--- src/rtl/rpn_kip_tx_pkg.sv ---
// KIP reliability definitions shared by the KIP tx/rx blocks: field widths,
// PUB header layout, retry defaults and the tx FSM state encoding.
package rpn_kip_tx_pkg;

  localparam int AXIS_DATA_WIDTH                = 512;
  localparam int AXIS_KEEP_WIDTH                = AXIS_DATA_WIDTH / 8;
  localparam int AXIS_WAN_TDEST_WIDTH           = 32;
  localparam int IP_ADDRESS_WIDTH               = 32;
  localparam int AXIS_KIP_TUSER_DEST_PORT_WIDTH = 16;
  localparam int AXIS_KIP_TUSER_SRC_PORT_WIDTH  = 16;
  localparam int AXIS_KIP_TUSER_WIDTH           = IP_ADDRESS_WIDTH +
                                                  AXIS_KIP_TUSER_DEST_PORT_WIDTH +
                                                  AXIS_KIP_TUSER_SRC_PORT_WIDTH;
  localparam int RPN_MSG_TYPE_WIDTH             = 8;
  localparam int WAN_SEQUENCE_NUMBER_WIDTH      = 32;

  localparam logic [RPN_MSG_TYPE_WIDTH-1:0] RPN_MSG_TYPE_KIP_PUB = 8'h03;

  // PUB header: type | sender CTID | sequence number | payload
  localparam int PUB_KIP_SENDER_CTID_OFFSET     = RPN_MSG_TYPE_WIDTH;
  localparam int PUB_KIP_SEQUENCE_NUMBER_OFFSET = PUB_KIP_SENDER_CTID_OFFSET + AXIS_WAN_TDEST_WIDTH;
  localparam int PUB_KIP_DATA_OFFSET            = 128;
  localparam int PUB_KIP_DATA_WIDTH             = AXIS_DATA_WIDTH - PUB_KIP_DATA_OFFSET;

  localparam int RETRY_DELAY_DEFAULT = 16;
  localparam int MAX_RETRIES_DEFAULT = 255;

  typedef enum logic [2:0] {
    KIP_TX_IDLE,
    KIP_TX_REQ,
    KIP_TX_WAIT_SEQ,
    KIP_TX_BACKOFF,
    KIP_TX_SEND
  } kip_tx_state_e;

  typedef struct packed {
    logic [AXIS_KIP_TUSER_SRC_PORT_WIDTH-1:0]  src_port;
    logic [AXIS_KIP_TUSER_DEST_PORT_WIDTH-1:0] dest_port;
    logic [IP_ADDRESS_WIDTH-1:0]               ip;
  } kip_tuser_t;

  function automatic logic [AXIS_DATA_WIDTH-1:0] pub_pack(
    input logic [AXIS_WAN_TDEST_WIDTH-1:0]      ctid,
    input logic [WAN_SEQUENCE_NUMBER_WIDTH-1:0] seq,
    input logic [PUB_KIP_DATA_WIDTH-1:0]        payload
  );
    logic [AXIS_DATA_WIDTH-1:0] pub;
    pub = '0;
    pub[RPN_MSG_TYPE_WIDTH-1:0]                                     = RPN_MSG_TYPE_KIP_PUB;
    pub[PUB_KIP_SENDER_CTID_OFFSET +: AXIS_WAN_TDEST_WIDTH]         = ctid;
    pub[PUB_KIP_SEQUENCE_NUMBER_OFFSET +: WAN_SEQUENCE_NUMBER_WIDTH] = seq;
    pub[PUB_KIP_DATA_OFFSET +: PUB_KIP_DATA_WIDTH]                  = payload;
    return pub;
  endfunction

endpackage

--- src/rtl/rpn_kip_tx.sv ---
// KIP transmit: takes a control message, obtains a per-destination sequence
// number from WNN (with backoff/retry on refusal) and emits a PUB packet.
module rpn_kip_tx
  import rpn_kip_tx_pkg::*;
#(
  parameter int RETRY_DELAY = RETRY_DELAY_DEFAULT,
  parameter int MAX_RETRIES = MAX_RETRIES_DEFAULT
) (
  input  logic                                      i_clk,
  input  logic                                      i_ap_rst_n,
  input  logic [AXIS_WAN_TDEST_WIDTH-1:0]           i_cluster_id,
  input  logic [AXIS_KIP_TUSER_DEST_PORT_WIDTH-1:0] i_KIP_port_number,

  input  logic                                      from_ctrl_tvalid,
  output logic                                      from_ctrl_tready,
  input  logic [AXIS_DATA_WIDTH-1:0]                from_ctrl_tdata,
  input  logic [AXIS_KEEP_WIDTH-1:0]                from_ctrl_tkeep,
  input  logic                                      from_ctrl_tlast,
  input  logic [AXIS_WAN_TDEST_WIDTH-1:0]           from_ctrl_tdest,
  input  logic [AXIS_KIP_TUSER_WIDTH-1:0]           from_ctrl_tuser,

  output logic                                      to_WNN_tvalid,
  input  logic                                      to_WNN_tready,
  output logic [RPN_MSG_TYPE_WIDTH-1:0]             to_WNN_tdata,
  output logic [AXIS_WAN_TDEST_WIDTH-1:0]           to_WNN_tdest,

  input  logic                                      from_WNN_tvalid,
  output logic                                      from_WNN_tready,
  input  logic [WAN_SEQUENCE_NUMBER_WIDTH-1:0]      from_WNN_tdata,
  input  logic [AXIS_WAN_TDEST_WIDTH-1:0]           from_WNN_tdest,
  input  logic                                      from_WNN_tuser,

  output logic                                      to_nb_KIP_tvalid,
  input  logic                                      to_nb_KIP_tready,
  output logic [AXIS_DATA_WIDTH-1:0]                to_nb_KIP_tdata,
  output logic [AXIS_KEEP_WIDTH-1:0]                to_nb_KIP_tkeep,
  output logic [AXIS_KIP_TUSER_WIDTH-1:0]           to_nb_KIP_tuser,
  output logic                                      to_nb_KIP_tlast,

  output logic                                      o_drop
);

  localparam int RC_W = $clog2(MAX_RETRIES + 1);
  localparam int BO_W = $clog2(RETRY_DELAY + 1);
  localparam logic [RC_W-1:0] RETRY_LAST   = RC_W'(MAX_RETRIES - 1);
  localparam logic [BO_W-1:0] BACKOFF_LAST = BO_W'(RETRY_DELAY - 1);

  kip_tx_state_e                 state, state_nxt;
  logic                          drop_nxt;
  logic [PUB_KIP_DATA_WIDTH-1:0] msg_q;
  logic [IP_ADDRESS_WIDTH-1:0]   ip_q;
  logic [RC_W-1:0]               retry_cnt;
  logic [BO_W-1:0]               bo_cnt;
  kip_tuser_t                    pub_tuser;

  logic ctrl_hs, req_hs, grant_hs, pub_hs;
  assign ctrl_hs  = from_ctrl_tvalid & from_ctrl_tready;
  assign req_hs   = to_WNN_tvalid & to_WNN_tready;
  assign grant_hs = from_WNN_tvalid & from_WNN_tready;
  assign pub_hs   = to_nb_KIP_tvalid & to_nb_KIP_tready;

  // Inputs deliberately not consumed: single-beat framing, discarded payload
  // tail, upper tuser bits, and the grant CTID (only one request in flight).
  logic unused_bits;
  assign unused_bits = ^{from_ctrl_tdata[AXIS_DATA_WIDTH-1:PUB_KIP_DATA_WIDTH], from_ctrl_tkeep,
                         from_ctrl_tlast, from_ctrl_tuser[AXIS_KIP_TUSER_WIDTH-1:IP_ADDRESS_WIDTH],
                         from_WNN_tdest};

  assign pub_tuser = '{src_port: i_KIP_port_number, dest_port: i_KIP_port_number, ip: ip_q};

  always_comb begin
    state_nxt = state;
    drop_nxt  = 1'b0;
    case (state)
      KIP_TX_IDLE:     if (ctrl_hs) state_nxt = KIP_TX_REQ;
      KIP_TX_REQ:      if (req_hs)  state_nxt = KIP_TX_WAIT_SEQ;
      KIP_TX_WAIT_SEQ: if (grant_hs) begin
        if (from_WNN_tuser) begin
          state_nxt = KIP_TX_SEND;
        end else if (retry_cnt == RETRY_LAST) begin
          state_nxt = KIP_TX_IDLE;
          drop_nxt  = 1'b1;
        end else begin
          state_nxt = KIP_TX_BACKOFF;
        end
      end
      KIP_TX_BACKOFF:  if (bo_cnt == BACKOFF_LAST) state_nxt = KIP_TX_REQ;
      KIP_TX_SEND:     if (pub_hs) state_nxt = KIP_TX_IDLE;
      default:         state_nxt = KIP_TX_IDLE;
    endcase
  end

  // Handshake outputs are registered decodes of the next state.
  always_ff @(posedge i_clk or negedge i_ap_rst_n) begin
    if (!i_ap_rst_n) begin
      state            <= KIP_TX_IDLE;
      from_ctrl_tready <= 1'b0;
      to_WNN_tvalid    <= 1'b0;
      from_WNN_tready  <= 1'b0;
      to_nb_KIP_tvalid <= 1'b0;
      o_drop           <= 1'b0;
    end else begin
      state            <= state_nxt;
      from_ctrl_tready <= (state_nxt == KIP_TX_IDLE);
      to_WNN_tvalid    <= (state_nxt == KIP_TX_REQ);
      from_WNN_tready  <= (state_nxt == KIP_TX_WAIT_SEQ);
      to_nb_KIP_tvalid <= (state_nxt == KIP_TX_SEND);
      o_drop           <= drop_nxt;
    end
  end

  always_ff @(posedge i_clk or negedge i_ap_rst_n) begin
    if (!i_ap_rst_n) begin
      msg_q        <= '0;
      ip_q         <= '0;
      to_WNN_tdata <= '0;
      to_WNN_tdest <= '0;
      retry_cnt    <= '0;
    end else if (ctrl_hs) begin
      msg_q        <= from_ctrl_tdata[PUB_KIP_DATA_WIDTH-1:0];
      ip_q         <= from_ctrl_tuser[IP_ADDRESS_WIDTH-1:0];
      to_WNN_tdata <= RPN_MSG_TYPE_KIP_PUB;
      to_WNN_tdest <= from_ctrl_tdest;
      retry_cnt    <= '0;
    end else if (grant_hs && !from_WNN_tuser) begin
      retry_cnt    <= retry_cnt + RC_W'(1);
    end
  end

  always_ff @(posedge i_clk or negedge i_ap_rst_n) begin
    if (!i_ap_rst_n)               bo_cnt <= '0;
    else if (state == KIP_TX_BACKOFF) bo_cnt <= bo_cnt + BO_W'(1);
    else                           bo_cnt <= '0;
  end

  // The packet is frozen at grant so it stays stable under backpressure even
  // if the cluster id or port inputs move.
  always_ff @(posedge i_clk or negedge i_ap_rst_n) begin
    if (!i_ap_rst_n) begin
      to_nb_KIP_tdata <= '0;
      to_nb_KIP_tuser <= '0;
      to_nb_KIP_tkeep <= '0;
      to_nb_KIP_tlast <= 1'b0;
    end else if (grant_hs && from_WNN_tuser) begin
      to_nb_KIP_tdata <= pub_pack(i_cluster_id, from_WNN_tdata, msg_q);
      to_nb_KIP_tuser <= pub_tuser;
      to_nb_KIP_tkeep <= '1;
      to_nb_KIP_tlast <= 1'b1;
    end
  end

endmodule

--- config.mk ---
export PLATFORM = sky130hd
export DESIGN_NAME = rpn_kip_tx
export DESIGN_NICKNAME = d
export VERILOG_FILES = /design/src/rtl/rpn_kip_tx_pkg.sv /design/src/rtl/rpn_kip_tx.sv
export SDC_FILE = /design/constraint.sdc
export NUM_CORES = 2
export LEC_CHECK = 0
export CAP_MARGIN = 40
export CORE_AREA = 2 2 572 574
export CTS_BUF_LIST = sky130_fd_sc_hd__clkbuf_8 sky130_fd_sc_hd__clkbuf_16
export CTS_CLUSTER_SIZE = 24
export DETAILED_ROUTE_END_ITERATION = 6
export DIE_AREA = 0 0 574 576
export HOLD_SLACK_MARGIN = 0.02
export PLACE_DENSITY_LB_ADDON = 0.25
export SLEW_MARGIN = 40
export SYNTH_ARGS = -nofsm -noshare
export SYNTH_HDL_FRONTEND = slang
export SYNTH_SLANG_ARGS = --single-unit
--- constraint.sdc ---
create_clock -name i_clk -period 2.03 [get_ports i_clk]
set_input_delay 0.609 -clock i_clk [delete_from_list [all_inputs] [get_ports i_clk]]
set_output_delay 0.609 -clock i_clk [all_outputs]
set_load 0.1 [all_outputs]
Word-level counts from Yosys, hierarchy flattened. Cells that the tools add are included.

Flip-flop bits (word level): 986. Bits of input ports: 792.

$add $sub $neg: 2. Equal/unequal tests: 9. Muxes and demuxes: 15. Bitwise gates (word level): 4. Reductions and logical operators: 6.

Operators by type and width (count): $mux 3 (6); $mux 8 (2); $pmux 3 s5 (1); $eq 3x2->1 const B (3); $add 8x1->8 const B (1); $eq 8x8->1 const B (1); $eq 3x1->1 const B (2); $eq 3x3->1 const B (2); $logic_not 3->1 (2); $add 5x1->5 const B (1); $eq 5x4->1 const B (1); $mux 5 (1); $and 1x1->1 (4); $mux 1 (4); $logic_and 1x1->1 (2); $mux 2 (1); $reduce_bool 2->1 (1); $logic_not 1->1 (1).

Depth between registers and ports, before layout.
Depth after elaboration: 6. Gate-level depth with buffers: 6. Gate-level depth less buffers: 6.

Least setup slack after synthesis. No wires, ideal clock.

Path type: reg-to-output. Start: register, netlist name to_nb_KIP_tdata[1]. End: output port to_nb_KIP_tdata[0]. Arrival time: 2.412 ns. Required time: 1.421 ns. Slack: -0.991 ns. Stages on the path, launching flop included: 2. Path buffers: 1. Cells stage by stage: dfrtp_1 > buf_4.

RTL lines: end: declaration (RTL line rpn_kip_tx.sv:35) `output logic [AXIS_DATA_WIDTH-1:0] to_nb_KIP_tdata,`.

==> impl_metrics.tcl <==
set metrics [dict create \
    final.min_clock_period_ns 2.42 \
    ctsLongestPathBuffers 4 \
    area.sequential_um2 24300 \
    final.setup.worst_slack_ns -0.386 \
    rr_worst_depth 7 \
    hold-worst-slack_ns 0.301 \
    cts_inserted_buffers 138 \
    placement_stage_worst_setup_slack_ns -0.299 \
    startpoint_type "flop" \
    ff2ff_setup_slack_ns 0.24 \
    synth-edff-count 0 \
    final.period_utilization 1.19 \
    grt.total_usage 0.116 \
    worst_ep_required_time_ns 1.42 \
    floorplan.core_area_um2 325000 \
    ctsHtreeMaxLevel 4 \
    post-dp-hpwl_um 159000 \
    timing.rr.end "from_WNN_tready$_DFF_PN0_" \
    failed_checks "negative setup slack" \
    async_flop_share 1.00 \
    cts_tree "yes" \
    cts-root-buf "sky130_fd_sc_hd__clkbuf_16" \
    outcome "finished, violations left" \
    yosys_warnings 0 \
    die_x_um 574 \
    fp.dieArea_um2 331000 \
    timing.critical_path.to_type "primary output" \
    final-setup-viol-count 143 \
    r2r-start "from_WNN_tready$_DFF_PN0_" \
    post-route-drc-count 0 \
    timing_worst_setup_path_type "flop to primary output" \
    clk_latency_ns 0.83 \
    final_core_utilization 0.207 \
    fmax_ghz 0.414 \
    worst_hold_path_type "primary input to asynchronous set/reset pin" \
    ioPinCount 1478 \
    fp.dieH_um 576 \
    wire_per_inst_um 19.6 \
    yosysSeqAreaShare 0.647 \
    grt_setup_unrepaired "true" \
    grt_first_pass_wirelength_um 272000 \
    num-fill-cells 35600 \
    antenna_found_initial 63 \
    cts.clk_slew.worst_paths_ns 0.06 \
    detailedRoute.firstIterationViolations 1547 \
    grt-ovfl-total 0 \
    synth_seq_cells 967 \
    grt_pass1_vias 33600 \
    area.growth.synth_to_final_pct 79.9 \
    tightestPinTransition_ns 0.512 \
    tritoncts_num_sinks 967 \
    globalplace.congestion 0.829 \
    ys.flop_type "sky130_fd_sc_hd__dfrtp_1" \
    drv_slew 0 \
    design.final.nets 6405 \
    final-hold-violation-count 0 \
    initial_core_util 0.115 \
    number_of_library_cell_types_mapped_by_synthesis 33 \
    standard_cell_rows 210 \
    port_buffers 1152 \
    worst_ir_drop_vdd_mv 1.57 \
    synth_area_per_cell_um2 8.84 \
    post_route_cells_drive_above_1_share 0.224 \
    slew_headroom 0.659 \
    syn_inst 4232 \
    skew_ns 0.0749 \
    postRouteAntennaNets 0 \
    pin_count_of_the_biggest_net_entering_global_routing 82 \
    synth_area_um2 37400 \
    wirelength_um 198000 \
    crit_arrival_ns 1.81 \
    multi_input_comb_area_um2 11400 \
    power_density_nw_per_um2 2050 \
    drt-pass1-iter-count 5 \
    route.vias.total 32300 \
    max_cap_viol_count 0 \
    path_max_fanout 11 \
    drt-vias-per-instance 3.21 \
    power.static_leakage_uw 0.0328 \
]
==> worst max path at each step <==
| stage | start | endpoint | slack, ns |
|---|---|---|---|
| CTS | to_nb_KIP_tdata[1]$_DFFE_PN0P_ | to_nb_KIP_tkeep[54] | -0.49 |
| global route | to_nb_KIP_tdata[1]$_DFFE_PN0P_ | to_nb_KIP_tkeep[29] | -0.47 |
| global placement | from_WNN_tuser | to_nb_KIP_tdata[291]$_DFFE_PN0P_ | -0.28 |
| finish | to_nb_KIP_tdata[1]$_DFFE_PN0P_ | to_nb_KIP_tkeep[7] | -0.39 |
| floorplan | from_ctrl_tready$_DFF_PN0_ | to_WNN_tvalid$_DFF_PN0_ | 0.04 |
| detailed placement | from_WNN_tuser | to_nb_KIP_tdata[418]$_DFFE_PN0P_ | -0.30 |
==> per-stage QoR <==
| step | total power, uW | cells | setup TNS (ns) | instance area (um2) |
|---|---|---|---|---|
| 5_1_grt | 145000 | 10100 | -61.87 | 67300 |
| 3_5_place_dp | 113000 | 9637 | -132.42 | 61000 |
| 2_1_floorplan | 78100 | 4299 | 0 | 37700 |
| 4_1_cts | 140000 | 9979 | -75.25 | 66600 |
| 6_report | 138000 | 10100 | -26.01 | 67300 |
| 3_3_place_gp | 112000 | 9637 | -125.93 | 61000 |
==> registers in the layout, summed over array words and instances, names as in the netlist, 3 cells and up <==
register and cells:
to_WNN_tdest 32, ip_q 32, bo_cnt 5, msg_q 384
to_nb_KIP_tuser 48, to_nb_KIP_tdata 449, state 3, retry_cnt 8
==> final cells by class <==
type	count	share of cell area
flip-flops and latches	967	0.361
repair buffers	1532	0.321
multi-input cells	2968	0.169
well taps	4346	0.0808
clock buffers	168	0.0578
clock inverters	72	0.0104
diodes	11	0.000409
inverters	2	0.000112
==> placed cells by master (no fill, tap or decap), types with 4 or more instances in the layout <==
cell and n:
sky130_fd_sc_hd__and3_1 4, sky130_fd_sc_hd__clkbuf_8 28, sky130_fd_sc_hd__diode_2 11, sky130_fd_sc_hd__buf_16 12, sky130_fd_sc_hd__clkinv_2 9, sky130_fd_sc_hd__nand4_1 5, sky130_fd_sc_hd__clkinv_8 4, sky130_fd_sc_hd__clkinvlp_4 5
sky130_fd_sc_hd__dfrtp_1 900, sky130_fd_sc_hd__dfrtp_2 66, sky130_fd_sc_hd__clkdlybuf4s50_1 533, sky130_fd_sc_hd__nor2_1 15, sky130_fd_sc_hd__xor2_1 7, sky130_fd_sc_hd__buf_12 677, sky130_fd_sc_hd__bufinv_16 8, sky130_fd_sc_hd__clkbuf_16 142
sky130_fd_sc_hd__inv_1 33, sky130_fd_sc_hd__inv_6 8, sky130_fd_sc_hd__conb_1 68, sky130_fd_sc_hd__buf_4 306, sky130_fd_sc_hd__ha_1 4, sky130_fd_sc_hd__nand2_1 2837
==> power by group <==
group,switching (uW),internal [uW],leakage (uW)
clock network,9770,14700,0.00236
registers,7670,27600,0.0121
logic,52100,26400,0.0183
total,69600,68700,0.0328
==> synth_stat cells, types with 2 or more instances <==
library cell / instances / share of area
sky130_fd_sc_hd__nor2b_1: 2 / 0.00033
sky130_fd_sc_hd__buf_4: 152 / 0.031
sky130_fd_sc_hd__buf_2: 147 / 0.020
sky130_fd_sc_hd__xor2_1: 7 / 0.0016
sky130_fd_sc_hd__dfrtp_1: 967 / 0.65
sky130_fd_sc_hd__clkbuf_1: 50 / 0.0050
sky130_fd_sc_hd__inv_1: 2 / 0.00020
sky130_fd_sc_hd__xnor2_1: 2 / 0.00047
sky130_fd_sc_hd__ha_1: 4 / 0.0013
sky130_fd_sc_hd__nand4_1: 5 / 0.00084
sky130_fd_sc_hd__nor3_1: 3 / 0.00040
sky130_fd_sc_hd__and3_1: 5 / 0.00084
sky130_fd_sc_hd__nand3_1: 3 / 0.00040
sky130_fd_sc_hd__nor2_1: 15 / 0.0015
sky130_fd_sc_hd__nand2b_1: 2 / 0.00033
sky130_fd_sc_hd__nand2_1: 2838 / 0.28
sky130_fd_sc_hd__buf_1: 12 / 0.0012
==> metal layers <==
metal  share of wire  vias to the layer above  GRT usage  wire (um)
li1                -                    15300          -          -
met1            0.42                    15600      0.143      83200
met2            0.42                     1189      0.172      83900
met3            0.13                      265     0.0646      25200
met4           0.026                       18     0.0343       5160
met5         0.00063                        -          0        125
==> worst max-delay path, stage by stage, from the launching register on <==
cell and delay (ns):
sky130_fd_sc_hd__dfrtp_4 0.50, sky130_fd_sc_hd__buf_12 0.17, sky130_fd_sc_hd__buf_16 0.17, sky130_fd_sc_hd__buf_12 0.17
==> timing repair <==
item / CTS / global route
hold endpoints to repair: 37 / 0
buffers inserted: 96 / 74
setup endpoints to repair: 618 / 615
cloned: 5 / 2
hold buffers: 1 / 0
resized for setup: 69 / 9
==> cell families after synthesis <==
group	after synthesis	synth area share
AOI/OAI and AO/OA	6	0.00140
xor gates and xnor gates	9	0.00211
adders and majority gates	4	0.00134
buffers and inverters	364	0.0569
DFF	967	0.647
muxes	1	0.000268
other	1	0.000100
and+or+nand+nor	2880	0.291
No activity file was read; power rests on OpenSTA's default activity.
